### src/rtl/bcd_countdown_mmss.sv
// MM:SS BCD countdown timer with preset load, start/stop control and a self-clearing alarm.
// Optional build macro BCD_COUNTDOWN_AUTORELOAD_EN restarts from the last preset on expiry.
module bcd_countdown_mmss #(
  parameter int ALARM_TICKS = 10
) (
  input  logic        CP,
  input  logic        CR,
  input  logic        EN,
  input  logic        LD,
  input  logic [15:0] LD_VAL,
  input  logic        START,
  input  logic        STOP,
  output logic [3:0]  MinH,
  output logic [3:0]  MinL,
  output logic [3:0]  SecH,
  output logic [3:0]  SecL,
  output logic        RUN,
  output logic        DONE,
  output logic        ALARM
);

  typedef enum logic [1:0] {ST_IDLE, ST_RUN, ST_PAUSE, ST_ALARM} state_t;

  localparam logic [7:0] ALARM_INIT = 8'(ALARM_TICKS);

  state_t     state_reg, state_next;
  // digit index 3..0 = MinH, MinL, SecH, SecL
  logic [3:0] digit_reg [4];
  logic [3:0] digit_next [4];
  logic [3:0] dec_digit [4];
  logic [3:0] ld_digit [4];
  logic [3:0] borrow;
  logic [7:0] alarm_cnt_reg, alarm_cnt_next;
  logic       done_reg, done_next;
  logic       count_zero, count_one;

`ifdef BCD_COUNTDOWN_AUTORELOAD_EN
  logic [3:0] reload_reg [4];
  logic [3:0] reload_next [4];
  logic       reload_zero;
  assign reload_zero = (reload_reg[3] == 4'd0) && (reload_reg[2] == 4'd0) &&
                       (reload_reg[1] == 4'd0) && (reload_reg[0] == 4'd0);
`endif

  assign borrow[0] = 1'b1;

  genvar gi;
  generate
    for (gi = 0; gi < 4; gi++) begin : g_digit
      // SecH wraps/saturates at 5, every other digit at 9
      localparam logic [3:0] LIMIT = (gi == 1) ? 4'd5 : 4'd9;
      assign ld_digit[gi] = (LD_VAL[gi*4 +: 4] > LIMIT) ? LIMIT : LD_VAL[gi*4 +: 4];
      assign dec_digit[gi] = !borrow[gi]            ? digit_reg[gi] :
                             (digit_reg[gi] == 4'd0) ? LIMIT : digit_reg[gi] - 4'd1;
      if (gi < 3) begin : g_borrow
        assign borrow[gi+1] = borrow[gi] && (digit_reg[gi] == 4'd0);
      end
    end
  endgenerate

  assign count_zero = (digit_reg[3] == 4'd0) && (digit_reg[2] == 4'd0) &&
                      (digit_reg[1] == 4'd0) && (digit_reg[0] == 4'd0);
  assign count_one  = (digit_reg[3] == 4'd0) && (digit_reg[2] == 4'd0) &&
                      (digit_reg[1] == 4'd0) && (digit_reg[0] == 4'd1);

  always_ff @(posedge CP or posedge CR) begin
    if (CR) begin
      state_reg     <= ST_IDLE;
      alarm_cnt_reg <= 8'd0;
      done_reg      <= 1'b0;
      for (int i = 0; i < 4; i++) begin
        digit_reg[i]  <= 4'd0;
`ifdef BCD_COUNTDOWN_AUTORELOAD_EN
        reload_reg[i] <= 4'd0;
`endif
      end
    end else begin
      state_reg     <= state_next;
      alarm_cnt_reg <= alarm_cnt_next;
      done_reg      <= done_next;
      for (int i = 0; i < 4; i++) begin
        digit_reg[i]  <= digit_next[i];
`ifdef BCD_COUNTDOWN_AUTORELOAD_EN
        reload_reg[i] <= reload_next[i];
`endif
      end
    end
  end

  always_comb begin
    state_next     = state_reg;
    digit_next     = digit_reg;
    alarm_cnt_next = alarm_cnt_reg;
    done_next      = 1'b0;
`ifdef BCD_COUNTDOWN_AUTORELOAD_EN
    reload_next    = reload_reg;
`endif
    if (LD && state_reg != ST_RUN) begin
      state_next     = ST_IDLE;
      digit_next     = ld_digit;
      alarm_cnt_next = 8'd0;
`ifdef BCD_COUNTDOWN_AUTORELOAD_EN
      reload_next    = ld_digit;
`endif
    end else if (STOP) begin
      if (state_reg == ST_RUN) begin
        state_next = ST_PAUSE;
      end else if (state_reg == ST_ALARM) begin
        state_next     = ST_IDLE;
        alarm_cnt_next = 8'd0;
      end
    end else if (START) begin
      if ((state_reg == ST_IDLE || state_reg == ST_PAUSE) && !count_zero) begin
        state_next = ST_RUN;
      end else if (state_reg == ST_ALARM) begin
        state_next     = ST_IDLE;
        alarm_cnt_next = 8'd0;
      end
    end else if (EN && !LD) begin
      // an ignored LD during RUN still suppresses that cycle's decrement
      if (state_reg == ST_RUN) begin
        digit_next = dec_digit;
        if (count_one) begin
          done_next = 1'b1;
`ifdef BCD_COUNTDOWN_AUTORELOAD_EN
          if (!reload_zero) begin
            digit_next = reload_reg;
          end else begin
            state_next     = ST_ALARM;
            alarm_cnt_next = ALARM_INIT;
          end
`else
          state_next     = ST_ALARM;
          alarm_cnt_next = ALARM_INIT;
`endif
        end
      end else if (state_reg == ST_ALARM) begin
        if (alarm_cnt_reg <= 8'd1) begin
          state_next     = ST_IDLE;
          alarm_cnt_next = 8'd0;
        end else begin
          alarm_cnt_next = alarm_cnt_reg - 8'd1;
        end
      end
    end
  end

  always_comb begin
    MinH  = digit_reg[3];
    MinL  = digit_reg[2];
    SecH  = digit_reg[1];
    SecL  = digit_reg[0];
    RUN   = (state_reg == ST_RUN);
    ALARM = (state_reg == ST_ALARM);
    DONE  = done_reg;
  end

endmodule

### config.mk
export PLATFORM = sky130hd
export DESIGN_NAME = bcd_countdown_mmss
export DESIGN_NICKNAME = d
export VERILOG_FILES = /design/src/rtl/bcd_countdown_mmss.sv
export SDC_FILE = /design/constraint.sdc
export NUM_CORES = 1
export LEC_CHECK = 0
export ABC_AREA = 1
export CAP_MARGIN = 20
export CORE_MARGIN = 1.5
export CORE_UTILIZATION = 50
export DETAILED_ROUTE_END_ITERATION = 12
export PLACE_DENSITY = 0.78
export SYNTH_ARGS = -nofsm -noshare
export SYNTH_HDL_FRONTEND = slang
export SYNTH_SLANG_ARGS = --single-unit
### constraint.sdc
create_clock -name CP -period 2.56 [get_ports CP]
set_input_delay 0.256 -clock CP [delete_from_list [all_inputs] [get_ports CP]]
set_output_delay 0.256 -clock CP [all_outputs]
set_load 0.01 [all_outputs]
# After elaboration in Yosys (flattened, before gate mapping)
# Cells that the tools add are included.
# Widths: inputs -> output; s select.
# word_totals
regBits,27
input_bits,22
output_inout_bits,19
word_cells,103
# classes
addsub,5
n_lt_le_gt_ge,5
eq_ne,11
muxes,44
n_reduce_logical,31
# op_table
cell,n
$mux 8,11
$mux 16,5
$mux 4,11
$mux 2,11
$reduce_and 5->1,4
$logic_not 4->1,4
$sub 4x1->4 const B,4
$gt 4x4->1 const B,3
$reduce_bool 2->1,5
$reduce_bool 5->1,2
$logic_and 1x1->1,9
$le 8x1->1 const B,1
$reduce_and 4->1,2
$sub 8x1->8 const B,1
$mux 1,6
$ne 2x1->1 const B,3
$ne 5x3->1 const B,1
$eq 2x2->1 const B,2
$eq 4x1->1 const B,1
$gt 4x3->1 const B,1
$ne 4x2->1 const B,1
$ne 4x4->1 const B,1
$reduce_bool 4->1,1
$ne 3x2->1 const B,1
4 further kinds,5

# Depth between registers and ports, before layout
# logic_depth
ltp_word,10
depth_mapped,12

# Worst setup path before layout
# Ideal clock, no wire load.
# synth_path
path_type,register to register
start,register state_reg[1]
end,register digit_reg (netlist bit MinL[2])
setup_time_ps,121
t_arrival_ps,1601
required_ps,2439
setup_slack_ps,838
stages_incl_launch_ff,12
path_cell_list,dfrtp_1 inv_1 ha_1 inv_2 nand2_2 buf_6 nand2_1 nand2_4 a21oi_4 o21ai_1 nand2_1 nand2_1
# synth_lines
item,line_no,rtl
start: declaration,26,"state_t state_reg, state_next;"
start signal: assignment,78,state_reg <= state_next;
$eq 2x1->1,-,
named net RUN,17,"output logic RUN,"
$reduce_bool 2->1 (no line),-,
$reduce_and 5->1 (no line),-,
end signal: indexed assignment,82,digit_reg[i] <= digit_next[i];
end: declaration,28,logic [3:0] digit_reg [4];
# The timed path passes the listed nets, and every way through them passes these cells.
# A chain may end at the register's enable or synchronous reset.

# Worst setup path in the final report
# layout_path
start,register state_reg[1]
end,register digit_reg (netlist bit SecH[0])
# layout_between
elab_chain_len,4
# layout_rtl
item,line_no,rtl
$ne 2x1->1,98,if (LD && state_reg != ST_RUN) begin
$logic_and 1x1->1,98,
$ne 2x1->1 (no line) or $reduce_bool 2->1 (tied branches),-,
$reduce_and 5->1 (no line),-,
# Parallel ways exist; a longest one is shown, timed or not.

==> key figures <==
Run status
  – Result of the run: finished clean

Synth
  – Yosys warns: 0
  – Synth Register Bits: 27
  – Post-synth cell types: 33
  – Synthesized-area fraction occupied by adder cells: slightly below 5%
  – Simple-gate share of the synthesized area: 41.5%
  – Area fraction in compound gates after synthesis: 12.4%
  – Count of mapped cells out of synthesis: around 310
  – Part of the Yosys area used for sequential elements: 33.4%
  – Largest family of logic cells by synthesized area: simple AND/OR/NAND/NOR gates
  – Mean cell area of the mapped netlist: ~6.6 um2
  – Net count of the mapped netlist: approximately 340
  – Post-synthesis mux area share: 0%
  – Parity-gate share of the synthesized area counting xor and xnor cells: less than 1%
  – Combined area of all synthesized cells: 2020 um2

Layout
  – Net total in the final layout: 380
  – N_diodes: 0
  – Sequential standard cell area: 676 um2
  – Largest register FFs: 8
  – Area of the multi-input gates: 1210 um2
  – Non-filler instance count after layout: around 400
  – Fill cell count: ~340
  – Synthesis-to-finish area growth: 25.1%
  – Fraction of the core area covered by cells at the end of the flow: between 60% and 70%
  – Share of cells above drive strength 1: under 10%

Route
  – Drt wl/cell: 11.5 um
  – Number of iterations in the first detailed-routing pass: 4
  – DR vias/cell: approximately 5
  – Count of unresolved DRC violations after routing: 0
  – Routed vias: approximately 2000
  – Antenna viol nets, final: 0
  – Sum of routed wire length over all layers: between 4000 and 5000 um
  – Initial DRC Count: 98

Timing
  – Final hold violations: 0
  – Total negative slack: 0 ns
  – Share of the cycle needed by the critical path after routing: 77.9%
  – Setup repair after global routing missed its margin: false
  – Slew headroom: roughly 74%
  – Worst Skew: between 0.01 and 0.015 ns
  – Count of final setup violators: 0
  – Worst Max-Slew Pin Slew: between 0.3 and 0.4 ns
  – Shortest period the worst path allows: roughly 2.0 ns
  – Highest attainable clock frequency: 501 MHz
  – Count of pins over their slew limit: 0

Global route
  – Maximum number of pins on one net before global-route repair: 28
  – Number of global-route vias before repair: ~1800
  – Met1 Track Usage GR: between 20% and 30%
  – Wire length of the first global-routing pass: 7640 um
  – Global routing usage summed across all routing layers: about 22%
  – Met2 usage: between 30% and 40%
  – Total overflow reported by the global router: 0
  – Antenna violations before repair: 0
  – Most utilized layer in the global route result: met2
  – Met3 track demand over resource in global routing: 2.36%

Placed design
  – Final weighted congestion in routability-driven placement: between 0.7 and 0.8
  – Post-DP HPWL: between 3000 and 4000 um
  – Port-buffer cells: 40
  – Cell Count Post-Placement: 393

Floorplan
  – Num ports: just over 40
  – Die Area: ~4400 um2
  – Vertical extent of the die: approximately 67 um
  – Standard cell core area: between 3000 and 4000 um2
  – Effective utilization at floorplan: a little over half
  – Std cell rows: 22
  – Floorplan die width: ~67 um

Clock network
  – Post-CTS setup buffer count: 0
  – Root Buffer Master: clkbuf_8
  – Number of hold-repair buffers added at the cts stage: 0
  – TritonCTS Sinks: 27
  – TritonCTS clock tree: done
  – Buffer depth of the longest clock path: 2
  – Count of H-tree levels built during CTS: 1
  – Clock transition at the registers of the reported paths: about 0.1 ns
  – Latest clock arrival within the worst-skew pair: 0.28 ns
  – CTS resizes: 0
  – Number of buffers inserted during clock tree synthesis: 3

Run
  – Reported max-cap violation count: 0

Pwr
  – VDD IR-drop max: 0.503 mV
  – Leakage: about 0.0012 uW
  – Power density over cell area: just over 1000 nW/um2

Worst setup path
  – Crit path buffers/inverters: 4
  – Top Family by Delay on Critical Path: buffers and inverters
  – Endpoint type of the worst setup path: flop
  – Critical-path cell with the highest stage delay: dfrtp_1
  – Critical Path Fanout Max: 20
  – Required time of the critical path: about 2.7 ns
  – WP data arrival: around 2.1 ns
  – Max incr delay on CP: 0.45 ns
  – Nature of the critical path startpoint: flop
  – Dominant cell type by count on the critical path: inv_1
  – Category of the most critical setup path: reg -> reg
  – Cell-by-cell trace of the critical path: inv_1 > ha_1 > inv_2 > nand2_2 > buf_4 > nand2_1 > nand2_4 > inv_1 > o21ai_0 > o22ai_1

Min path
  – HP Class: in -> async
==> tightest hold or removal path, delay by kind of cell <==
| kind | cells | cell delay (ns) |
|---|---|---|
| buffers and inverters | 3 | 0.77 |
==> layout by cell type (no fill, tap or decap), drive strengths merged, types with 8 or more instances in the layout <==
cell           Yosys  final
dfrtp             27     27
inv               30     30
nand2            108    108
a21oi             13     13
nor2              59     59
o21ai             17     17
ha                 8      8
nand3             16     16
clkdlybuf4s50      0     40
==> kinds of logic (layout without fill, tap and decap cells) <==
family,after synthesis,in the layout
XOR/XNOR,2,2
adder cells (fa/ha/maj),8,8
flip-flops,27,27
buffers and inverters,34,78
AND/OR/NAND/NOR,192,192
AO/OA/AOI/OAI,42,42
==> worst paths after layout <==
kind | end | slack [ns] | startpoint | cells after the start
max | SecH[0] | 0.57 | state_reg[1] | 10
min | alarm_cnt_reg[3] | 0.34 | CR | 3
max reg2reg | SecH[0] | 0.57 | state_reg[1] | 10
min reg2reg | MinH[1] | 0.51 | MinH[1] | 2
max in group asynchronous | SecH[2] | 1.96 | CR | 3
min in group CP | MinH[1] | 0.51 | MinH[1] | 2
==> routing by layer <==
metal | routed length [um] | part of all wire [%]
met5 | 0 | 0
met4 | 38 | 0.83
met3 | 136 | 3.0
met2 | 2080 | 46
met1 | 2310 | 51
==> Yosys cell counts <==
master,number,area (um2)
o21ai_0,16,80.1
nor2_4,4,45.0
o211ai_1,2,15.0
o21ai_1,1,5.00
nor2_8,1,20.0
nor2_1,52,195
a31oi_1,2,12.5
nor2_2,2,12.5
buf_2,2,10.0
clkinv_1,1,3.75
inv_1,29,109
nand3_2,1,10.0
o21a_1,2,15.0
dfrtp_1,27,676
nand3_1,15,75.1
o22ai_1,3,18.8
a21oi_4,1,16.3
ha_1,8,100
or2_2,2,12.5
a2bb2oi_1,1,8.76
o211ai_2,1,12.5
buf_6,1,11.3
nand2_2,5,31.3
inv_2,1,3.75
nor3b_1,1,7.51
nand4_1,3,18.8
o31ai_1,1,7.51
nand3b_1,1,7.51
xnor2_1,2,17.5
nand2_1,102,383
nand2_4,1,11.3
nor3_1,2,10.0
a21oi_1,12,60.1
==> layout make-up <==
type	instances	share of cell area, %
tap	48	2.37
inverter	31	4.60
clock inverter	1	0.198
sequential	27	26.7
clock buffer	3	1.63
timing repair buffer	43	16.7
multi-input combinational	244	47.8
==> report_power, final <==
part	switching [uW]	leakage, uW	total (uW)	internal [uW]
Sequential	193	0.000343	786	593
Combinational	895	0.000857	1580	688
Clock	136	0.0000255	245	109
Total	1220	0.00123	2610	1390
==> through the flow <==
step                      setup WS [ns]  hold slack [ns]  area (um2)  power [uW]
after floorplan                   0.838            0.309        2020        1830
after global placement            0.588            0.492        2480        2340
final                             0.566            0.340        2530        2610
after CTS                         0.588            0.357        2530        2620
after global routing              0.367            0.391        2530        2860
after detailed placement          0.558            0.496        2480        2370
Power figures use the tool's default switching activity.
